File: src/rtl/vc_link_arbiter.sv
// Wormhole link arbiter: round-robin HEAD selection across virtual channels, link held until TAIL.
// Optional stall watchdog enabled by defining VC_LINK_ARB_WATCHDOG_EN.
module vc_link_arbiter #(
  parameter int unsigned N_VIRT_CHN  = 3,
  parameter int unsigned FLIT_WIDTH  = 34,
  parameter int unsigned PKT_SZ_W    = 8,
  parameter int unsigned TIMEOUT_CYC = 255
) (
  input  logic                             clk,
  input  logic                             arst,
  input  logic [N_VIRT_CHN*FLIT_WIDTH-1:0] vc_fdata_i,
  input  logic [N_VIRT_CHN-1:0]            vc_valid_i,
  output logic [N_VIRT_CHN-1:0]            vc_ready_o,
  output logic [FLIT_WIDTH-1:0]            link_fdata_o,
  output logic                             link_valid_o,
  input  logic                             link_ready_i,
  output logic [$clog2(N_VIRT_CHN)-1:0]    link_vc_id_o,
  output logic                             err_proto_o,
  output logic                             err_timeout_o
);

  localparam int unsigned VC_W = $clog2(N_VIRT_CHN);
  localparam logic [1:0]  TYPE_HEAD = 2'd0;
  localparam logic [1:0]  TYPE_TAIL = 2'd2;

  typedef enum logic {
    S_IDLE   = 1'b0,
    S_LOCKED = 1'b1
  } state_e;

  state_e            state_q, state_d;
  logic [VC_W-1:0]   rr_ptr_q, rr_ptr_d;
  logic [VC_W-1:0]   owner_q, owner_d;
  logic              err_proto_q, err_proto_d;

  logic [N_VIRT_CHN-1:0] is_head;
  logic [N_VIRT_CHN-1:0] bad_idle;
  logic                  any_elig;
  logic [VC_W-1:0]       winner;
  logic [VC_W-1:0]       rr_idx;
  logic [VC_W-1:0]       sel_vc;
  logic [FLIT_WIDTH-1:0] sel_flit;
  logic [1:0]            sel_type;
  logic [PKT_SZ_W-1:0]   sel_size;
  logic                  xfer;

  function automatic logic [VC_W-1:0] wrap_inc(input logic [VC_W-1:0] v);
    return (v == VC_W'(N_VIRT_CHN - 1)) ? '0 : v + VC_W'(1);
  endfunction

  // Per-VC flit type decode
  always_comb begin : field_decode
    is_head  = '0;
    bad_idle = '0;
    for (int k = 0; k < int'(N_VIRT_CHN); k++) begin
      is_head[k]  = (vc_fdata_i[k*FLIT_WIDTH + FLIT_WIDTH - 1 -: 2] == TYPE_HEAD);
      bad_idle[k] = vc_valid_i[k] && !is_head[k];
    end
  end

  // Scan from the highest offset down so the lowest offset from rr_ptr wins
  always_comb begin : rr_pick
    any_elig = 1'b0;
    winner   = rr_ptr_q;
    rr_idx   = '0;
    for (int i = int'(N_VIRT_CHN) - 1; i >= 0; i--) begin
      rr_idx = VC_W'((int'(rr_ptr_q) + i) % int'(N_VIRT_CHN));
      if (vc_valid_i[rr_idx] && is_head[rr_idx]) begin
        any_elig = 1'b1;
        winner   = rr_idx;
      end
    end
  end

  // Next state and combinational link datapath
  always_comb begin : fsm_comb
    state_d      = state_q;
    rr_ptr_d     = rr_ptr_q;
    owner_d      = owner_q;
    err_proto_d  = err_proto_q;
    vc_ready_o   = '0;
    link_valid_o = 1'b0;
    link_fdata_o = '0;
    link_vc_id_o = '0;

    sel_vc   = (state_q == S_LOCKED) ? owner_q : winner;
    sel_flit = vc_fdata_i[int'(sel_vc)*FLIT_WIDTH +: FLIT_WIDTH];
    sel_type = sel_flit[FLIT_WIDTH-1 -: 2];
    sel_size = sel_flit[FLIT_WIDTH-3 -: PKT_SZ_W];

    if (!arst) begin
      link_valid_o = (state_q == S_LOCKED) ? vc_valid_i[owner_q] : any_elig;
      link_vc_id_o = sel_vc;
    end
    if (link_valid_o) begin
      link_fdata_o = sel_flit;
    end
    xfer = link_valid_o && link_ready_i;
    if (xfer) begin
      vc_ready_o[sel_vc] = 1'b1;
    end

    case (state_q)
      S_IDLE: begin
        if (|bad_idle) begin
          err_proto_d = 1'b1;
        end
        if (xfer) begin
          if (sel_size != '0) begin
            state_d = S_LOCKED;
            owner_d = winner;
          end else begin
            rr_ptr_d = wrap_inc(winner);
          end
        end
      end
      S_LOCKED: begin
        if (vc_valid_i[owner_q] && sel_type == TYPE_HEAD) begin
          err_proto_d = 1'b1;
        end
        if (xfer && sel_type == TYPE_TAIL) begin
          state_d  = S_IDLE;
          rr_ptr_d = wrap_inc(owner_q);
        end
      end
      default: state_d = S_IDLE;
    endcase
  end

  always_ff @(posedge clk) begin : state_reg
    if (arst) begin
      state_q     <= S_IDLE;
      rr_ptr_q    <= '0;
      owner_q     <= '0;
      err_proto_q <= 1'b0;
    end else begin
      state_q     <= state_d;
      rr_ptr_q    <= rr_ptr_d;
      owner_q     <= owner_d;
      err_proto_q <= err_proto_d;
    end
  end

  assign err_proto_o = err_proto_q;

`ifdef VC_LINK_ARB_WATCHDOG_EN
  localparam int unsigned STALL_W = $clog2(TIMEOUT_CYC + 1);

  logic [STALL_W-1:0] stall_q, stall_d;
  logic               err_to_q, err_to_d;

  // Saturating count of cycles the lock owner has nothing to send
  always_comb begin : wdog_comb
    stall_d  = stall_q;
    err_to_d = err_to_q;
    if (state_q != S_LOCKED || state_d != S_LOCKED || xfer) begin
      stall_d = '0;
    end else if (!vc_valid_i[owner_q] && stall_q != STALL_W'(TIMEOUT_CYC)) begin
      stall_d = stall_q + STALL_W'(1);
    end
    if (stall_d == STALL_W'(TIMEOUT_CYC)) begin
      err_to_d = 1'b1;
    end
  end

  always_ff @(posedge clk) begin : wdog_reg
    if (arst) begin
      stall_q  <= '0;
      err_to_q <= 1'b0;
    end else begin
      stall_q  <= stall_d;
      err_to_q <= err_to_d;
    end
  end

  assign err_timeout_o = err_to_q;
`else
  logic unused_timeout_cfg;
  assign unused_timeout_cfg = ^TIMEOUT_CYC;
  assign err_timeout_o      = 1'b0;
`endif

endmodule

File: config.mk
export PLATFORM = sky130hd
export DESIGN_NAME = vc_link_arbiter
export DESIGN_NICKNAME = d
export VERILOG_FILES = /design/src/rtl/vc_link_arbiter.sv
export SDC_FILE = /design/constraint.sdc
export NUM_CORES = 1
export LEC_CHECK = 0
export ABC_AREA = 1
export BUFFER_PORTS_ARGS = -buffer_cell sky130_fd_sc_hd__buf_2
export CORE_MARGIN = 5
export CORE_UTILIZATION = 42
export DETAILED_ROUTE_END_ITERATION = 8
export HOLD_SLACK_MARGIN = 0.03
export PLACE_DENSITY = 0.95
export REMOVE_ABC_BUFFERS = 1
export SLEW_MARGIN = 10
export SYNTH_ARGS = -nofsm -noshare
export SYNTH_HDL_FRONTEND = slang
export SYNTH_SLANG_ARGS = --single-unit
File: constraint.sdc
create_clock -name clk -period 4.1 [get_ports clk]
set_clock_uncertainty 0.05 [all_clocks]
set_input_delay 0.41 -clock clk [delete_from_list [all_inputs] [get_ports clk]]
set_output_delay 0.41 -clock clk [all_outputs]
set_load 0.05 [all_outputs]
# == Word-level counts from Yosys, hierarchy flattened ==
# Index checks and enable logic that the tools add are counted.
# totals
word_cells,91
regBits,6
input_bits,108
output_inout_bits,42
# op_classes
reduce_logical,22
n_mux,41
shifts,1
eq_ne,8
bitwise,1
n_div,3
magnitude_cmp,6
mul,1
n_addsub,4
# ops
operator,count
indexed part select 102 x 9 -> 34 bit,1
"modulo 32 x 3 -> 32 bit, second input constant",2
two-way mux 34 bit,1
"modulo 3 x 3 -> 32 bit, second input constant",1
two-way mux 2 bit,10
two-way mux 1 bit,18
"less-than comparator 2 x 3 -> 1 bit, second input constant",5
binary-select mux 1 bit (select 2 bit),7
logical AND 1 bit,10
zero test 2 bit,4
nonzero test 8 bit,1
"multiplier 2 x 5 -> 7 bit, second input constant",1
"== test 2 bit, second input constant",3
"inequality test 2 bit, second input constant",3
AND reduction 3 bit,2
"adder 2 x 1 -> 2 bit, second input constant",2
"inequality test 2 x 1 -> 1 bit, second input constant",2
one-hot mux 1 bit (2 select lines),2
one-hot mux 2 bit (2 select lines),1
"adder 2 x 1 -> 3 bit, second input constant",1
"adder 2 x 2 -> 3 bit, second input constant",1
zero test 1 bit,3
two-way mux 3 bit,1
OR reduction 3 bit,1
other kinds (4),4

# == Longest topological paths before layout ==
# logic_depth
ltp_word,15
mapped_depth,24
depth_no_buf,23

# == Worst setup path after synthesis ==
# No wires, ideal clock.
# synth_path
kind,register -> output
startpoint,register rr_ptr_q[0]
endpoint,output vc_ready_o[0]
n_path_buf,0
required_ps,3640
arrival_time_ps,2927
slack_ps,713
path_stages_with_launch,12
cell_sequence,dfxtp_1 > inv_1 > ha_1 > inv_1 > nand3_1 > nand2_1 > nor2_1 > nand4_1 > nand3_1 > inv_1 > nand2_1 > nor3_1
# synth_between
elab_cells_between_ends,36
classes_between,add/sub (2); div (3); order compare (2); mux (24); reduce/logical (5)
# synth_lines
element,line,rtl
from (decl),32,"logic [VC_W-1:0] rr_ptr_q, rr_ptr_d;"
from (signal assigned),138,rr_ptr_q <= rr_ptr_d;
adder 2 x 2 -> 3 bit,67,rr_idx = VC_W'((int'(rr_ptr_q) + i) % int'(N_VIRT_CHN));
modulo 32 x 3 -> 32 bit,67,
binary-select mux 1 bit (select 2 bit),68,if (vc_valid_i[rr_idx] && is_head[rr_idx]) begin
two-way mux 1 bit (not written as such),68,
logical AND 1 bit,68,
two-way mux 1 bit (2 in a row),68,
two-way mux 1 bit *,68,
two-way mux 1 bit *,92,link_valid_o = (state_q == S_LOCKED) ? vc_valid_i[owner_q] : any_elig;
two-way mux 1 bit *,91,if (!arst) begin
net link_valid_o,15,"output logic link_valid_o,"
logical AND 1 bit *,98,xfer = link_valid_o && link_ready_i;
two-way mux 3 bit *,99,if (xfer) begin
to (decl),13,"output logic [N_VIRT_CHN-1:0] vc_ready_o,"
# Mark *: on every way through the listed nets, which the timed path passes. The rest lies on a longest branch. The select of a mux whose other input is x is not followed.

# == Worst setup path after layout ==
# layout_path
startpoint,register rr_ptr_q[0]
endpoint,output link_fdata_o[33]
# layout_between
elab_chain_cells,12
elab_cells_between_ends,32
classes_between,add/sub (2); mul (1); div (3); shift (1); mux (22); reduce/logical (3)
# layout_lines
element,line,rtl
adder 2 x 2 -> 3 bit,67,
modulo 32 x 3 -> 32 bit,67,
binary-select mux 1 bit (select 2 bit),68,
two-way mux 1 bit (not written as such),68,
logical AND 1 bit,68,
two-way mux 2 bit (3 in a row),68,
two-way mux 2 bit,86,sel_vc = (state_q == S_LOCKED) ? owner_q : winner;
multiplier 2 x 5 -> 7 bit,87,sel_flit = vc_fdata_i[int'(sel_vc)*FLIT_WIDTH +: FLIT_WIDTH];
indexed part select 102 x 9 -> 34 bit,87,
two-way mux 34 bit *,95,if (link_valid_o) begin
to (decl),14,"output logic [FLIT_WIDTH-1:0] link_fdata_o,"
# Mark *: on every way between the ends. The rest lies on a longest branch, timed or not. The select of a mux whose other input is x is not followed.

==> reports/qor.txt <==
Pre-CTS WS: 595 ps
Worst IR Drop VDD: 0.332 mV
Vias: 2,737
Cells after synthesis: 355
Synthesized area: 1760 µm²
DP Wirelength: 5680 µm
RD Place Congestion: 0.845
Post-CTS Hold Buffers: 0
RSZ-0062 raised after global routing: no
Port Buffers: 148
Area Overhead vs Synth: 44.2%
Max-Cap Viols: 0
Critical path peak fanout: 38
Highest Clock Rate: 0.272 GHz
Max clock buf depth: 2
Drt drc: 0
Average routed wire per standard cell: 12.8 µm
CP arrival: 3220 ps
Die Y: 74.7 µm
Share of post-route cells with drive strength above 1: 38.1%
Post-synthesis sequential area ratio: 6.84%
Routed WL: 6960 µm
Crit Path Class: register to primary output
# clock sinks: 6
CTS tree: yes
Synth Flop Type: dfxtp_1
Cells after DPL: 540
Vias in the first global route: 2,498
CTS Buf Count: 3
Number of flops mapped to enable cells by yosys: 0
Worst-path clk slew: 40 ps
Number of synthesis warnings: 0
Largest net degree at the start of global routing: 39
Syn Area/Cell: 4.95 µm²
Core ar.: 4030 µm²
Slew margin rel.: 59.4%
Worst-Skew Late Latency: 230 ps
Area of the multi-input gates: 1360 µm²
H-tree depth: 1
Global-route wire length before repair: 10,500 µm
Fillers: 397
Routed Antenna Nets: 0
Yosys reg bits: 6
Post_cts resized: 0
Commonest cells after routing, fill and taps aside: buf_2 (148), nand2_1 (85), nor2_1 (72), inv_1 (41), a21oi_1 (29)
Netlist cell types: 32
DRT Pass-1 Iters: 5
Hold_sp: arst
Worst setup margin: 424 ps
Ant diodes: 0
Synth top area share: 18.2%
Setup TNS: 0 ps
Hold Crit Class: input port to register
Final count of negative-setup-slack endpoints: 0
Number of cell rows: 23
Reg2reg start: rr_ptr_q[0]
Commonest non-fill, non-tap cell in the layout: buf_2
Worst setup EP type: primary output
Endpoints failing hold: 0
Async set or reset register ratio after synthesis: 0%
Worst-Margin Slew: 607 ps
Via/cell ratio: 5.04
IO Pins: 150
Sequential Area: 120 µm²
Layout Cells excl Fill: 543
CP Launch Point: rr_ptr_q[0]
CP Launch Type: register
Min Tclk post-route: 3680 ps
Die ar.: 5580 µm²
PwrDens: 508 nW/µm²
Overflow after GRT: 0
Initial antenna violation count: 0
Outcome: finished, final reports clean
Final worst path period share: 89.7%
Area leader, netlist: nand2_1
Die Width: 74.7 µm
Nets: 606
Critical Path RT: 3640 ps
Area contributors post-synth: nand2_1 (18%), nor2_1 (15%), inv_1 (9.0%), a21oi_1 (8.3%), o21ai_0 (8.0%)
Setup bufs post-CTS: 0
Starting density of the core: 43.6%
Root Driver: clkbuf_8
Tot Pwr: 1.29 mW
Max-slew violations: 0
DR iter-0 viols: 103
All-Layer GR Usage: 23.1%
Leak: 1.52 nW
==> path summary, 6_finish.rpt <==
kind | end | slack (ps) | cells after the start
worst max-delay path | link_fdata_o[33] | 420 | 20
worst min-delay path | owner_q[0] | 370 | 2
worst max register to register | rr_ptr_q[1] | 990 | 20
worst min register to register | err_proto_o | 420 | 2
==> cell usage after synthesis, types with 2 or more instances <==
master / instances
a21oi_1: 29
buf_2: 4
buf_4: 3
clkbuf_1: 7
dfxtp_1: 6
ha_1: 3
inv_1: 42
inv_2: 5
nand2_1: 85
nand2_2: 13
nand2_4: 2
nand3_1: 27
nand3_2: 5
nand3b_1: 3
nor2_1: 72
nor2_2: 3
nor3_1: 2
o21ai_0: 28
o22ai_1: 3
==> worst max-delay path: stages, from the launching register on <==
cell     delay [ps]
dfxtp_1         320
inv_1            80
ha_1            340
inv_1           140
nand2_1          70
nand3_1          80
nand2_1          70
nand2_1          60
nand2_1          50
nand2_1          90
nand2_2          80
nand2_4         130
nand2_4         240
inv_2           430
nor2_1           80
nor2_1           90
o21ai_1          90
o21ai_2         110
inv_1            70
nor2_1           80
buf_2           260
==> cells by family after synthesis <==
logic type / Yosys count / synth area share, %
AND/OR/NAND/NOR: 215 / 54.8
other: 1 / 0.213
AO/OA/AOI/OAI: 66 / 20.3
adder cells (fa/ha/maj): 3 / 2.14
buffers and inverters: 64 / 15.7
flip-flops: 6 / 6.84
==> final cells by class <==
type,instances,share of cell area [%]
Timing Repair Buffer,151,30.1
Clock buffer,3,1.63
Sequential cell,6,4.74
Tap cell,50,2.47
Multi-Input combinational cell,285,53.8
Inverter,48,7.26
==> routing by layer <==
| metal | up-vias | routed length [µm] | global-route usage [%] |
|---|---|---|---|
| met1 | 1175 | 2650 | 26.8 |
| met4 | 0 | 254 | 8.30 |
| met5 | - | 0 | 0 |
| li1 | 1393 | - | - |
| met3 | 21 | 723 | 3.34 |
| met2 | 148 | 3340 | 42.8 |
==> sequential cells by signal, indices dropped and copies added (netlist names) <==
name	count
owner_q	2
state_q	1
err_proto_o	1
rr_ptr_q	2
==> report_power, final <==
group	switching, mW	leakage, nW	internal (mW)
logic	0.827	1.45	0.297
clock network	0.0279	0.0216	0.0633
registers	0.00520	0.0490	0.0651
==> per-stage QoR <==
| step | area [µm²] | utilization, % | hold WS, ps |
|---|---|---|---|
| final | 2530 | 62.9 | 367 |
| after floorplan | 1660 | - | 398 |
| after global routing | 2530 | 62.9 | 382 |
| after detailed placement | 2490 | 61.7 | 419 |
| after global placement | 2490 | 61.7 | 414 |
| after CTS | 2530 | 62.8 | 365 |
Note: power is estimated with default switching activity, not from simulation.
